===== src/rtl/motor_cmd_queue_pkg.sv =====
// Shared definitions for the motor command queue: motor/position widths and
// the issue FSM encoding used by the queue and its FIFO.
package motor_cmd_queue_pkg;

  localparam int NUM_MOTORS = 6;
  localparam int MOTOR_W    = 3;
  localparam int POS_W      = 10;

  typedef enum logic [2:0] {
    IDLE,
    SETUP,
    LOCK,
    RELEASE,
    WAIT_DONE
  } issue_state_t;

  function automatic logic motor_valid(input logic [MOTOR_W-1:0] motor);
    return motor < MOTOR_W'(NUM_MOTORS);
  endfunction

endpackage


===== src/rtl/cmd_fifo.sv =====
// Command FIFO holding (motor, position) pairs; a push into a full FIFO is
// only taken when the head leaves in the same cycle.
module cmd_fifo
  import motor_cmd_queue_pkg::*;
#(
  parameter int DEPTH = 4
) (
  input  logic                     clk,
  input  logic                     rst,
  input  logic                     push,
  input  logic                     pop,
  input  logic [MOTOR_W-1:0]       wr_motor,
  input  logic [POS_W-1:0]         wr_value,
  output logic [MOTOR_W-1:0]       rd_motor,
  output logic [POS_W-1:0]         rd_value,
  output logic                     full,
  output logic                     empty,
  output logic [$clog2(DEPTH):0]   count
);

  localparam int PTR_W = $clog2(DEPTH);
  localparam int CNT_W = PTR_W + 1;

  logic [MOTOR_W-1:0] mem_motor [DEPTH];
  logic [POS_W-1:0]   mem_value [DEPTH];
  logic [PTR_W-1:0]   wr_ptr;
  logic [PTR_W-1:0]   rd_ptr;
  logic               wr_en;
  logic               rd_en;

  assign rd_en = pop && !empty;
  assign wr_en = push && (!full || rd_en);

  assign full     = (count == CNT_W'(DEPTH));
  assign empty    = (count == '0);
  assign rd_motor = mem_motor[rd_ptr];
  assign rd_value = mem_value[rd_ptr];

  always_ff @(posedge clk) begin
    if (wr_en) begin
      mem_motor[wr_ptr] <= wr_motor;
      mem_value[wr_ptr] <= wr_value;
    end
  end

  // DEPTH is a power of two, so natural pointer overflow is the modulo wrap.
  always_ff @(posedge clk or posedge rst) begin
    if (rst) begin
      wr_ptr <= '0;
      rd_ptr <= '0;
      count  <= '0;
    end else begin
      if (wr_en) wr_ptr <= wr_ptr + 1'b1;
      if (rd_en) rd_ptr <= rd_ptr + 1'b1;
      if (wr_en && !rd_en)      count <= count + 1'b1;
      else if (rd_en && !wr_en) count <= count - 1'b1;
    end
  end

endmodule


===== src/rtl/motor_cmd_queue.sv =====
// Queues motor position commands and hands them to Control one at a time,
// pulsing InputLock and then waiting for the pulse generator to finish.
module motor_cmd_queue
  import motor_cmd_queue_pkg::*;
#(
  parameter int DEPTH       = 4,
  parameter int LOCK_CYCLES = 4,
  parameter int BUSY_WAIT   = 8
) (
  input  logic                   clk,
  input  logic                   rst,
  input  logic [MOTOR_W-1:0]     InMotor,
  input  logic [POS_W-1:0]       InValue,
  input  logic                   InStrobe,
  input  logic                   Busy,
  output logic [MOTOR_W-1:0]     Motor,
  output logic [POS_W-1:0]       Value,
  output logic                   InputLock,
  output logic                   Full,
  output logic                   Empty,
  output logic [$clog2(DEPTH):0] Count,
  output logic                   Drop
);

  localparam int CNT_MAX = (LOCK_CYCLES > BUSY_WAIT) ? LOCK_CYCLES : BUSY_WAIT;
  localparam int CNT_W   = $clog2(CNT_MAX + 1);

  issue_state_t       state;
  issue_state_t       next_state;
  logic [CNT_W-1:0]   cnt;
  logic               pop;
  logic               push;
  logic               cmd_ok;
  logic [MOTOR_W-1:0] head_motor;
  logic [POS_W-1:0]   head_value;

  assign cmd_ok = motor_valid(InMotor);
  assign push   = InStrobe && cmd_ok;

  cmd_fifo #(
    .DEPTH(DEPTH)
  ) u_fifo (
    .clk      (clk),
    .rst      (rst),
    .push     (push),
    .pop      (pop),
    .wr_motor (InMotor),
    .wr_value (InValue),
    .rd_motor (head_motor),
    .rd_value (head_value),
    .full     (Full),
    .empty    (Empty),
    .count    (Count)
  );

  always_comb begin
    next_state = state;
    InputLock  = 1'b0;
    pop        = 1'b0;
    case (state)
      IDLE: begin
        if (!Empty && !Busy) next_state = SETUP;
      end
      SETUP: begin
        next_state = LOCK;
      end
      LOCK: begin
        InputLock = 1'b1;
        if (cnt == CNT_W'(LOCK_CYCLES - 1)) begin
          pop        = 1'b1;
          next_state = RELEASE;
        end
      end
      RELEASE: begin
        if (Busy)                                  next_state = WAIT_DONE;
        else if (cnt == CNT_W'(BUSY_WAIT - 1))     next_state = IDLE;
      end
      WAIT_DONE: begin
        if (!Busy) next_state = IDLE;
      end
      default: next_state = IDLE;
    endcase
  end

  // cnt measures time spent in the current state; it restarts on every transition.
  always_ff @(posedge clk or posedge rst) begin
    if (rst) begin
      state <= IDLE;
      cnt   <= '0;
    end else begin
      state <= next_state;
      if (next_state != state) cnt <= '0;
      else                     cnt <= cnt + 1'b1;
    end
  end

  // Motor/Value are captured on entry to SETUP and held until the next issue.
  always_ff @(posedge clk or posedge rst) begin
    if (rst) begin
      Motor <= '0;
      Value <= '0;
      Drop  <= 1'b0;
    end else begin
      if (state == IDLE && next_state == SETUP) begin
        Motor <= head_motor;
        Value <= head_value;
      end
      Drop <= InStrobe && (!cmd_ok || (Full && !pop));
    end
  end

endmodule


===== config.mk =====
export PLATFORM = sky130hd
export DESIGN_NAME = motor_cmd_queue
export DESIGN_NICKNAME = d
export VERILOG_FILES = /design/src/rtl/motor_cmd_queue_pkg.sv /design/src/rtl/cmd_fifo.sv /design/src/rtl/motor_cmd_queue.sv
export SDC_FILE = /design/constraint.sdc
export NUM_CORES = 1
export LEC_CHECK = 0
export ABC_AREA = 0
export CORE_UTILIZATION = 50
export DETAILED_ROUTE_END_ITERATION = 10
export PLACE_DENSITY = 0.72
export SETUP_SLACK_MARGIN = 0.15
export SLEW_MARGIN = 30
export SYNTH_ARGS = -nofsm -noshare
export SYNTH_HDL_FRONTEND = slang
export SYNTH_SLANG_ARGS = --single-unit

===== constraint.sdc =====
create_clock -name clk -period 2.95 [get_ports clk]
set_input_delay 0.59 -clock clk [delete_from_list [all_inputs] [get_ports clk]]
set_output_delay 0.59 -clock clk [all_outputs]
set_load 0.005 [all_outputs]

Word level (Yosys, flattened, before mapping). Memory sizes are Yosys's and may differ from the RTL's. A register that Yosys moved wholly into a read port is not among the register bits. Cells that the tools add are included.

Register bits: 15. Bits in writable memories: 52. Output and inout bits: 20. Memories: 2.

Add/subtract/negate cells: 5. $lt $le $gt $ge: 1. Equality and inequality tests: 9. Multiplexer cells: 14. Reduce and logical (&&, ||, !) cells: 21.

Memories: u_fifo.mem_value (depth 4, width 10, rd ports 1, clocked after Yosys merged registers in 1, wr ports 1, RTL line cmd_fifo.sv:25) `logic [POS_W-1:0] mem_value [DEPTH];`; u_fifo.mem_motor (depth 4, width 3, rd ports 1, clocked after Yosys merged registers in 1, wr ports 1, RTL line cmd_fifo.sv:24) `logic [MOTOR_W-1:0] mem_motor [DEPTH];`.

Operators with widths (number): 3-bit 2-to-1 mux (7); 3-bit case mux with 5 select lines (1); 1-bit logical AND (9); 1-bit zero test (7); 3-bit by 1-bit equality test with 1-bit output (second input constant) (2); 3-bit by 2-bit equality test with 1-bit output (second input constant) (2); 3-bit equality test (second input constant) (2); 3-bit zero test (2); 1-bit 2-to-1 mux (5); 2-bit by 1-bit adder with 2-bit output (second input constant) (2); 4-bit by 1-bit adder with 4-bit output (second input constant) (1); 4-bit by 2-bit equality test with 1-bit output (second input constant) (1); 4-bit by 3-bit equality test with 1-bit output (second input constant) (1); 4-bit 2-to-1 mux (1); 3-bit by 1-bit adder with 3-bit output (second input constant) (1); 3-bit < comparator (second input constant) (1); 3-bit inequality test (1); 3-bit by 1-bit subtractor with 3-bit output (second input constant) (1); 1-bit logical OR (2); 2-bit nonzero test (1).

Depth between registers and ports, before layout. Gate-level depths: netlist of the first run.

Depth after elaboration: 10. Gate-level depth with buffers: 10. Depth with buffers taken out: 10.

By module. Synthesis of the first run repeated with hierarchy kept, for this count alone.

Cells, all modules: 170. Area, all modules: 3299.4 µm².

By module, submodules not included: cmd_fifo (instances 1, cells each 104, area an instance 2349.8 µm²); motor_cmd_queue (instances 1, cells each 66, area an instance 949.7 µm²).

Worst setup path after synthesis of the first run. Ideal clock, no wire load.

Path type: register to register. Start point: register cnt[0]. End point: register u_fifo.count[2]. Data arrival time: 2121 ps. Data required time: 2871 ps. Path slack: 750 ps. Stages on the path, launching flop included: 11. Path buffers: 0. Cells stage by stage: dfrtp_1 > ha_1 > nor3b_1 > nand2_1 > a21oi_2 > ha_1 > inv_1 > fa_1 > xor2_1 > nor2_1 > xor2_1.

Cells in the longest elaborated chain, start to end: 9. Elaborated cells between the ends (all ways): 12. Those cells by class: eq/ne (1); mux (3); reduce/logical (8).

Ends and longest elaborated chain: start: declaration (RTL line motor_cmd_queue.sv:30) `logic [CNT_W-1:0] cnt;`; start signal: assignment (RTL line motor_cmd_queue.sv:93) `else cnt <= cnt + 1'b1;`; 4-bit by 2-bit equality test with 1-bit output * (RTL line motor_cmd_queue.sv:69) `if (cnt == CNT_W'(LOCK_CYCLES - 1)) begin`; 1-bit 2-to-1 mux * (RTL line motor_cmd_queue.sv:69); 1-bit 2-to-1 mux * (RTL line motor_cmd_queue.sv:60) `case (state)`; 1-bit logical AND * (RTL line cmd_fifo.sv:31) `assign rd_en = pop && !empty;`; 1-bit logical OR * (RTL line cmd_fifo.sv:32) `assign wr_en = push && (!full || rd_en);`; 1-bit logical AND * (RTL line cmd_fifo.sv:32); net u_fifo.wr_en (RTL line cmd_fifo.sv:28) `logic wr_en;`; 1-bit zero test (RTL line cmd_fifo.sv:56) `else if (rd_en && !wr_en) count <= count - 1'b1;`; 1-bit logical AND (RTL line cmd_fifo.sv:56); 2-bit nonzero test (no source line); end signal: assignment (RTL line cmd_fifo.sv:55) `if (wr_en && !rd_en) count <= count + 1'b1;`; end signal: assignment (RTL line cmd_fifo.sv:56); end: declaration (RTL line cmd_fifo.sv:18) `output logic [$clog2(DEPTH):0] count`.

Mark *: on every way through the listed nets, which the timed path passes. The rest lies on a longest branch. A chain may end at the register's enable or synchronous reset.

Worst setup path after layout of the first run. Same ends and word-level chain as after synthesis.

==> results of run 1 <==
-- synth_stat cells, types with 2 or more instances --
cell type  instances  area, sq um
edfxtp_1          52         1560
dfrtp_1           28          701
mux2_2            13          146
mux4_2             8          180
nand2_1            8         30.0
nor2_1             8         30.0
inv_1              7         26.3
and2_1             6         37.5
ha_1               6         75.1
xnor2_1            6         52.6
mux4_1             5          131
buf_6              3         33.8
nand3_1            3         15.0
a21oi_1            2         10.0
nor2b_1            2         12.5
xor2_1             2         17.5
-- layout make-up --
| class | instances | area, sq um |
|---|---|---|
| inverters | 7 | 26.3 |
| clock inverters | 1 | 3.75 |
| clock buffers | 15 | 156 |
| repair buffers | 42 | 405 |
| multi-input cells | 83 | 861 |
| well taps | 75 | 93.8 |
| flip-flops and latches | 80 | 2260 |
| fillers | 434 | 2220 |
-- routing by layer --
metal	global-route usage, %	up-vias	wire length [um]
met5	0	-	0
met1	21.0	835	2200
li1	-	752	-
met4	10.4	0	112
met2	30.7	36	2790
met3	4.11	12	194
-- metrics by stage --
step / instance area (sq um) / power (mW) / util (%)
detailed placement: 3650 / 2.87 / 60.5
global placement: 3650 / 2.81 / 60.5
finish: 3810 / 3.50 / 63.2
CTS: 3810 / 3.54 / 63.2
floorplan: 3190 / 2.38 / -
global route: 3810 / 3.72 / 63.2
-- state kept, by name, indices dropped and copies added, names as in the netlist --
register and flops:
u_fifo.mem_value 40, u_fifo.count 3, u_fifo.rd_ptr 2, u_fifo.wr_ptr 2
u_fifo.mem_motor 12, Value 10, state 3, Drop 1
Motor 3, cnt 4
-- path summary, 6_finish.rpt --
kind / from / endpoint / slack, ps
setup / recovery: cnt[0]$_DFF_PP0_ / u_fifo.count[2]$_DFFE_PP0P_ / 450
hold / removal: cnt[0]$_DFF_PP0_ / cnt[0]$_DFF_PP0_ / 480
setup reg to reg: cnt[0]$_DFF_PP0_ / u_fifo.count[2]$_DFFE_PP0P_ / 450
hold reg to reg: cnt[0]$_DFF_PP0_ / cnt[0]$_DFF_PP0_ / 480
max in group asynchronous: rst / Value[7]$_DFFE_PP0P_ / 2040
min in group asynchronous: rst / cnt[0]$_DFF_PP0_ / 630
-- power groups by stage --
stage / Combinational [mW] / Sequential, mW / Clock [mW]
2_1_floorplan: 0.724 / 1.66 / 0
3_3_place_gp: 1.10 / 1.71 / 0
3_5_place_dp: 1.13 / 1.74 / 0
4_1_cts: 1.14 / 1.71 / 0.693
5_1_grt: 1.23 / 1.75 / 0.738
6_report: 1.12 / 1.71 / 0.674
-- kinds of logic after synthesis --
family	Yosys count	share of synthesized area, %
flops	80	71.0
simple gates	34	5.69
mux	27	14.7
buf+inv	11	2.00
xor+xnor	8	2.20
compound gates	7	1.41
fa+ha+maj	7	2.98
==> results.sh, run 1 <==
export IMPL_status="completed"
export IMPL_synth_cell_types=31
export IMPL_rsz0062_at_grt="no"
export IMPL_arrival_ps=2760
export IMPL_clock_path_buffers=2
export IMPL_dieArea_sq_um=6700
export IMPL_dr_pass1_iters=4
export IMPL_r2r_cells=10
export IMPL_clock_sinks=80
export IMPL_hold_viol=0
export IMPL_antenna_found_initial=0
export IMPL_gr_usage_all_layers_pct=18.1
export IMPL_tns_ps=0
export IMPL_setup_viol=0
export IMPL_synthToLayoutAreaGrowth_pct=19.5
export IMPL_ctsHoldBuffers=0
export IMPL_numCtsBuffers=9
export IMPL_ys_seq_elements=80
export IMPL_grt_pass1_wl_um=8400
export IMPL_critical_path_top_delay_family="adder cells"
export IMPL_cts_htree_levels=3
export IMPL_grt_pass1_vias=1739
export IMPL_synthCells=174
export IMPL_ctsResizeCount=0
export IMPL_synth_edff_count=52
export IMPL_clkPwrFrac_pct=19.3
export IMPL_end_kind="register"
export IMPL_period_share_pct=84.7
export IMPL_clk_latency_ps=340
export IMPL_cts_setup_buffers=0
export IMPL_crit_path_start_kind="register"
export IMPL_worst_slew_pin_slew_ps=639
export IMPL_maxCapViolations=0
export IMPL_final_cell_mix="edfxtp_1 (52), clkdlybuf4s50_1 (36), dfrtp_1 (28)"
export IMPL_seq_area_frac_synth_pct=71.0
export IMPL_mostFrequentLayoutCell="edfxtp_1"
export IMPL_port_buffers=36
export IMPL_setup_ws_ps=451
export IMPL_post_place_cells=287
export IMPL_hpwlAfterDp_um=3660
export IMPL_initialDrtViolationCount=114
export IMPL_worstHoldPathType="reg -> reg"
export IMPL_synth_nets=198
export IMPL_fin_skew_ps=7.00
export IMPL_synth_flop_cell="edfxtp_1"
export IMPL_grt_max_degree=29
export IMPL_max_vdd_ir_drop_mv=0.430
export IMPL_slew_viol_final=0
export IMPL_vias_per_cell=5.40
export IMPL_num_rows=28
export IMPL_seq_power_share_pct=48.9
export IMPL_slew_headroom_pct=57.4
export IMPL_nets=247
export IMPL_min_path_cells=1
export IMPL_routedWlPerCell_um=17.5
export IMPL_root_buffer="clkbuf_8"
export IMPL_cts_tree="built"
export IMPL_critPathBufInv=1
export IMPL_crit_cells=10
export IMPL_worstPathCellList="ha_1 -> nor3b_1 -> nand2_1 -> a21oi_2 -> ha_1 -> inv_1 -> fa_1 -> xor2_1 -> nor2_1 -> xor2_1"
export IMPL_final_cells=303
export IMPL_total_leakage_power_nw=1.42
export IMPL_async_flop_share_pct=35.0
export IMPL_syn_area_sq_um=3190
export IMPL_die_w_um=81.8
export IMPL_vias=1635
export IMPL_dp_slack_ps=261
export IMPL_grt_ovfl_total=0
export IMPL_powerDensity_nw_per_um2=919
export IMPL_avgSynthCellArea_sq_um=18.3
export IMPL_path_clk_slew_ps=70
export IMPL_clock_fmax_mhz=400
export IMPL_path_max_fanout=7
export IMPL_worst_path_max_delay_cell="dfrtp_1"
export IMPL_p_sw_share_pct=28.5
export IMPL_diodes=0
export IMPL_final_antenna_net_count=0
export IMPL_critPathKind="reg -> reg"
export IMPL_p_sw_mw=0.997
export IMPL_ys_warn_count=0
export IMPL_coreArea_sq_um=6030
export IMPL_slowest_delay_ps=380
export IMPL_hold_ws_ps=477
export IMPL_fin_crit_ps=2500
export IMPL_p_int_mw=2.50
export IMPL_worstPathRequired_ps=3210
export IMPL_p_comb_share_pct=31.9
export IMPL_die_y_um=81.8
export IMPL_post_route_drc_count=0
export IMPL_place_congestion=0.751
export IMPL_io_pins=37
export IMPL_drive_above_1_share_pct=18.0
export IMPL_drt_total_wl_um=5300
export IMPL_initial_utilization_pct=52.9
No activity file was read; power rests on OpenSTA's default activity.
==> inputs of run 2 (changes only) <==
Settings changed: PLACE_DENSITY 0.72 to 0.75.
Clock period 2.95 ns to 2.1 ns, I/O delays scaled along.
==> results.sh, run 2 (same netlist as run 1, synthesis figures left out) <==
export IMPL_die_w_um=81.8
export IMPL_maxCapViolations=0
export IMPL_p_int_mw=3.79
export IMPL_rr_endpoint="u_fifo.count[2]$_DFFE_PP0P_"
export IMPL_port_buffers=36
export IMPL_p_sw_mw=1.53
export IMPL_nets=275
export IMPL_vias_per_cell=5.21
export IMPL_period_share_pct=102
export IMPL_ctsHoldBuffers=0
export IMPL_clock_sinks=80
export IMPL_rsz0062_at_grt="yes"
export IMPL_place_congestion=0.723
export IMPL_powerDensity_nw_per_um2=1280
export IMPL_fin_crit_ps=2150
export IMPL_design_area_sq_um=4160
export IMPL_largest_reg_flops=40
export IMPL_hpwlAfterDp_um=3900
export IMPL_num_rows=28
export IMPL_clk_latency_ps=340
export IMPL_post_place_cells=304
export IMPL_end_kind="register"
export IMPL_worst_slew_pin_slew_ps=371
export IMPL_reg2reg_setup_slack_ps=-50
export IMPL_p_sw_share_pct=28.7
export IMPL_rr_startpoint="cnt[0]$_DFF_PP0_"
export IMPL_post_route_drc_count=0
export IMPL_die_y_um=81.8
export IMPL_drt_total_wl_um=5730
export IMPL_io_pins=37
export IMPL_final_cell_mix="edfxtp_1 (52), clkdlybuf4s50_1 (33), dfrtp_1 (27)"
export IMPL_tns_ps=-51.4
export IMPL_clock_fmax_mhz=465
export IMPL_fillers=383
export IMPL_total_leakage_power_nw=1.60
export IMPL_critPathKind="reg -> reg"
export IMPL_vias=1720
export IMPL_final_util_pct=69.0
export IMPL_final_cells=330
export IMPL_gr_usage_all_layers_pct=19.5
export IMPL_slew_headroom_pct=75.2
export IMPL_path_max_fanout=2
export IMPL_p_comb_share_pct=38.9
export IMPL_synthToLayoutAreaGrowth_pct=30.5
export IMPL_arrival_ps=2400
export IMPL_drive_above_1_share_pct=34.9
export IMPL_mostFrequentLayoutCell="edfxtp_1"
export IMPL_diodes=0
export IMPL_clock_path_buffers=2
export IMPL_max_vdd_ir_drop_mv=0.636
export IMPL_worstPathRequired_ps=2350
export IMPL_setup_viol=1
export IMPL_worstHoldPathType="in -> async"
export IMPL_cts_htree_levels=3
export IMPL_path_clk_slew_ps=70
export IMPL_numCtsBuffers=9
export IMPL_grt_pass1_vias=1829
export IMPL_root_buffer="clkbuf_8"
export IMPL_slew_viol_final=0
export IMPL_slowest_delay_ps=390
export IMPL_fin_skew_ps=4.76
export IMPL_coreArea_sq_um=6030
export IMPL_violations="setup timing"
export IMPL_worst_path_max_delay_cell="dfrtp_1"
export IMPL_initial_utilization_pct=52.9
export IMPL_worstPathCellList="ha_4 -> nor3b_4 -> nand2_2 -> a21oi_4 -> ha_4 -> inv_2 -> fa_2 -> xor2_1 -> nor2_1 -> xor2_1"
export IMPL_reg_largest_list="u_fifo.mem_value: 40 flops, u_fifo.mem_motor: 12 flops, Value: 10 flops"
export IMPL_status="finished with violations"
export IMPL_setup_ws_ps=-51.4
export IMPL_antenna_found_initial=0
export IMPL_final_antenna_net_count=0
export IMPL_dieArea_sq_um=6700
export IMPL_seq_power_share_pct=43.5
export IMPL_cts_tree="built"
export IMPL_regMostFlops="u_fifo.mem_value"
export IMPL_clkPwrFrac_pct=17.6
export IMPL_grt_max_degree=29
export IMPL_dr_pass1_iters=4
export IMPL_crit_path_start_kind="register"
export IMPL_grt_pass1_wl_um=8840
export IMPL_grt_ovfl_total=0
export IMPL_initialDrtViolationCount=76
export IMPL_hold_viol=0
export IMPL_r2r_cells=10
export IMPL_routedWlPerCell_um=17.3
export IMPL_placed_area_sq_um=3810
## run 2: power groups by stage
stage | registers [mW] | logic (mW) | clock network [mW]
CTS | 2.32 | 1.99 | 0.963
floorplan | 2.33 | 1.03 | 0
global route | 2.35 | 2.24 | 1.03
finish | 2.31 | 2.07 | 0.936
detailed placement | 2.33 | 1.86 | 0
global placement | 2.29 | 1.78 | 0
## run 2: layout make-up
| type | instances | area, sq um | share of cell area, % |
|---|---|---|---|
| well taps | 75 | 93.8 | 2.26 |
| clock buffers | 11 | 141 | 3.40 |
| flip-flops and latches | 80 | 2260 | 54.4 |
| multi-input cells | 83 | 947 | 22.8 |
| repair buffers | 70 | 666 | 16.0 |
| clock inverters | 4 | 21.3 | 0.511 |
| inverters | 7 | 26.3 | 0.632 |
## run 2: metal layers
layer / share of wire (%) / track usage (%) / wire (um) / up-vias
met5: 0 / 0 / 0 / -
met4: 2.9 / 10.7 / 166 / 0
met3: 2.8 / 4.67 / 159 / 14
met2: 55 / 34.9 / 3140 / 32
met1: 39 / 21.0 / 2260 / 865
li1: - / - / - / 809
## run 2: worst max-delay path, delay by kind of cell (launching register included)
family	cells	cell delay (ps)
and+or+nand+nor	3	490
adders and majority gates	3	630
xor gates and xnor gates	2	340
DFF	1	390
AOI/OAI and AO/OA	1	170
buffers and inverters	1	40
## run 2: stage by stage
stage	setup slack, ps	hold slack (ps)	total power [mW]
final	-51.4	456	5.32
after global routing	-122	483	5.62
after CTS	-56.6	456	5.27
after global placement	-38.9	446	4.07
after floorplan	42.6	435	3.37
after detailed placement	-186	463	4.20
## run 2: repair_timing
item / 4_1_cts / 5_1_grt
resized for setup: 23 / 11
pin swaps: 6 / 6
cloned: 0 / 0
endpoints found under the setup margin: 31 / 54
buffers inserted: 5 / 6
## run 2: how the worst max path moves through the flow
stage,slack (ps),depth (start not counted),startpoint,to
6_report,-50,10,cnt[0]$_DFF_PP0_,u_fifo.count[2]$_DFFE_PP0P_
5_1_grt,-120,10,cnt[1]$_DFF_PP0_,u_fifo.count[2]$_DFFE_PP0P_
4_1_cts,-60,10,cnt[0]$_DFF_PP0_,u_fifo.count[2]$_DFFE_PP0P_
3_5_place_dp,-190,10,InMotor[2],u_fifo.count[2]$_DFFE_PP0P_
3_3_place_gp,-40,10,InMotor[2],u_fifo.count[2]$_DFFE_PP0P_
2_1_floorplan,40,10,cnt[0]$_DFF_PP0_,u_fifo.count[2]$_DFFE_PP0P_
==> inputs of run 3 (changes only) <==
Settings changed: CORE_UTILIZATION 50 to 26, PLACE_DENSITY 0.75 to 0.45, SKIP_LAST_GASP set to 1.
==> results.sh, run 3 (same netlist as run 1, synthesis figures left out) <==
export IMPL_rr_endpoint="u_fifo.count[2]$_DFFE_PP0P_"
export IMPL_r2r_cells=10
export IMPL_final_util_pct=37.2
export IMPL_reg2reg_setup_slack_ps=70
export IMPL_synthToLayoutAreaGrowth_pct=39.7
export IMPL_multiInputGateArea_sq_um=948
export IMPL_grt_ovfl_total=0
export IMPL_dr_wl_met2_um=2970
export IMPL_drive_above_1_share_pct=36.6
export IMPL_dieArea_sq_um=12700
export IMPL_wl_met3_um=171
export IMPL_drt_total_wl_um=6090
export IMPL_die_y_um=113
export IMPL_place_congestion=0.710
export IMPL_fillers=1101
export IMPL_crit_path_start_kind="register"
export IMPL_regArea_sq_um=2260
export IMPL_vias=1730
export IMPL_hpwlAfterDp_um=3840
export IMPL_grt_pass1_wl_um=10000
export IMPL_die_w_um=113
export IMPL_ctsHoldBuffers=0
export IMPL_design_area_sq_um=4450
export IMPL_clock_path_buffers=2
export IMPL_cts_htree_levels=3
export IMPL_mostFrequentLayoutCell="edfxtp_1"
export IMPL_io_pins=37
export IMPL_largest_reg_flops=40
export IMPL_nets=284
export IMPL_p_sw_share_pct=27.6
export IMPL_worst_slew_pin_slew_ps=391
export IMPL_initialDrtViolationCount=72
export IMPL_final_cells=412
export IMPL_num_rows=40
export IMPL_post_place_cells=377
export IMPL_slew_viol_final=0
export IMPL_regMostFlops="u_fifo.mem_value"
export IMPL_arrival_ps=2240
export IMPL_setup_ws_ps=66.4
export IMPL_grt_pass1_vias=1864
export IMPL_vias_per_cell=4.20
export IMPL_wl_met1_um=2810
export IMPL_diodes=0
export IMPL_clkPwrFrac_pct=25.4
export IMPL_root_buffer="clkbuf_16"
export IMPL_clock_sinks=80
export IMPL_antenna_found_initial=0
export IMPL_total_leakage_power_nw=1.69
export IMPL_rsz0062_at_grt="yes"
export IMPL_top_layer="met4"
export IMPL_period_share_pct=96.8
export IMPL_placed_area_sq_um=3940
export IMPL_post_route_drc_count=0
export IMPL_hold_viol=0
export IMPL_slew_headroom_pct=74.0
export IMPL_path_max_fanout=3
export IMPL_tns_ps=0
export IMPL_numCtsBuffers=9
export IMPL_setup_viol=0
export IMPL_dr_pass1_iters=3
export IMPL_final_cell_mix="edfxtp_1 (52), buf_4 (38), clkdlybuf4s50_1 (33)"
export IMPL_status="completed"
export IMPL_port_buffers=36
export IMPL_hold_ws_ps=465
export IMPL_end_kind="register"
export IMPL_reg_largest_list="u_fifo.mem_value: 40 flops, u_fifo.mem_motor: 12 flops, Value: 10 flops"
export IMPL_worstPathRequired_ps=2310
export IMPL_worstHoldPathType="in -> async"
export IMPL_fin_crit_ps=2030
export IMPL_coreArea_sq_um=12000
export IMPL_clock_fmax_mhz=492
export IMPL_initial_utilization_pct=26.6
export IMPL_p_int_mw=4.38
export IMPL_dp_slack_ps=-267
export IMPL_cts_tree="built"
export IMPL_final_antenna_net_count=0
export IMPL_gr_usage_all_layers_pct=10.7
export IMPL_clk_latency_ps=330
export IMPL_seq_power_share_pct=37.9
export IMPL_maxCapViolations=0
export IMPL_grt_max_degree=29
export IMPL_routedWlPerCell_um=14.8
export IMPL_fin_skew_ps=8.59
export IMPL_p_comb_share_pct=36.6
export IMPL_p_sw_mw=1.67
export IMPL_total_power_mw=6.05
export IMPL_max_vdd_ir_drop_mv=0.448
export IMPL_path_clk_slew_ps=60
export IMPL_critPathKind="reg -> reg"
export IMPL_rr_startpoint="cnt[0]$_DFF_PP0_"
export IMPL_powerDensity_nw_per_um2=1360
==> run 3: how the worst max path moves through the flow <==
stage,cells after the start,start,end,slack [ps]
finish,10,cnt[0]$_DFF_PP0_,u_fifo.count[2]$_DFFE_PP0P_,70
global route,10,cnt[0]$_DFF_PP0_,u_fifo.count[2]$_DFFE_PP0P_,-20
CTS,8,cnt[0]$_DFF_PP0_,u_fifo.count[1]$_DFFE_PP0P_,70
detailed placement,10,InMotor[1],u_fifo.count[2]$_DFFE_PP0P_,-270
global placement,10,InMotor[1],u_fifo.count[2]$_DFFE_PP0P_,-200
floorplan,10,cnt[0]$_DFF_PP0_,u_fifo.count[2]$_DFFE_PP0P_,40
==> run 3: layout make-up <==
type | count | area share (%)
Inverter | 7 | 0.590
Timing Repair Buffer | 79 | 16.5
Clock inverter | 6 | 1.52
Multi-Input combinational cell | 83 | 21.3
Clock buffer | 10 | 5.14
Sequential cell | 80 | 50.8
Tap cell | 147 | 4.13
==> run 3: repair_timing <==
item,4_1_cts,5_1_grt
gates resized for setup,12,9
pin swaps,6,3
setup buffers,13,6
setup endpoints to repair,5,4
==> run 3: worst max-delay path: stages (launching register included) <==
cell	delay, ps
dfrtp_1	390
ha_4	150
nor3b_4	210
nand2_2	120
a21oi_4	170
ha_4	150
inv_2	30
fa_2	320
xor2_1	160
nor2_1	60
xor2_1	150
==> run 3: metal layers <==
metal  track usage (%)  up-vias
met5                 0        -
met4              5.42        0
met3              2.41       12
met2              17.4       29
met1              13.5      862
li1                  -      827
==> run 3: power groups by stage <==
stage                     registers [mW]  logic [mW]  clock network [mW]
after CTS                           2.30        2.16                1.58
after detailed placement            2.32        1.98                   0
after global routing                2.35        2.44                1.65
after global placement              2.31        1.97                   0
after floorplan                     2.33        1.03                   0
final                               2.30        2.22                1.54
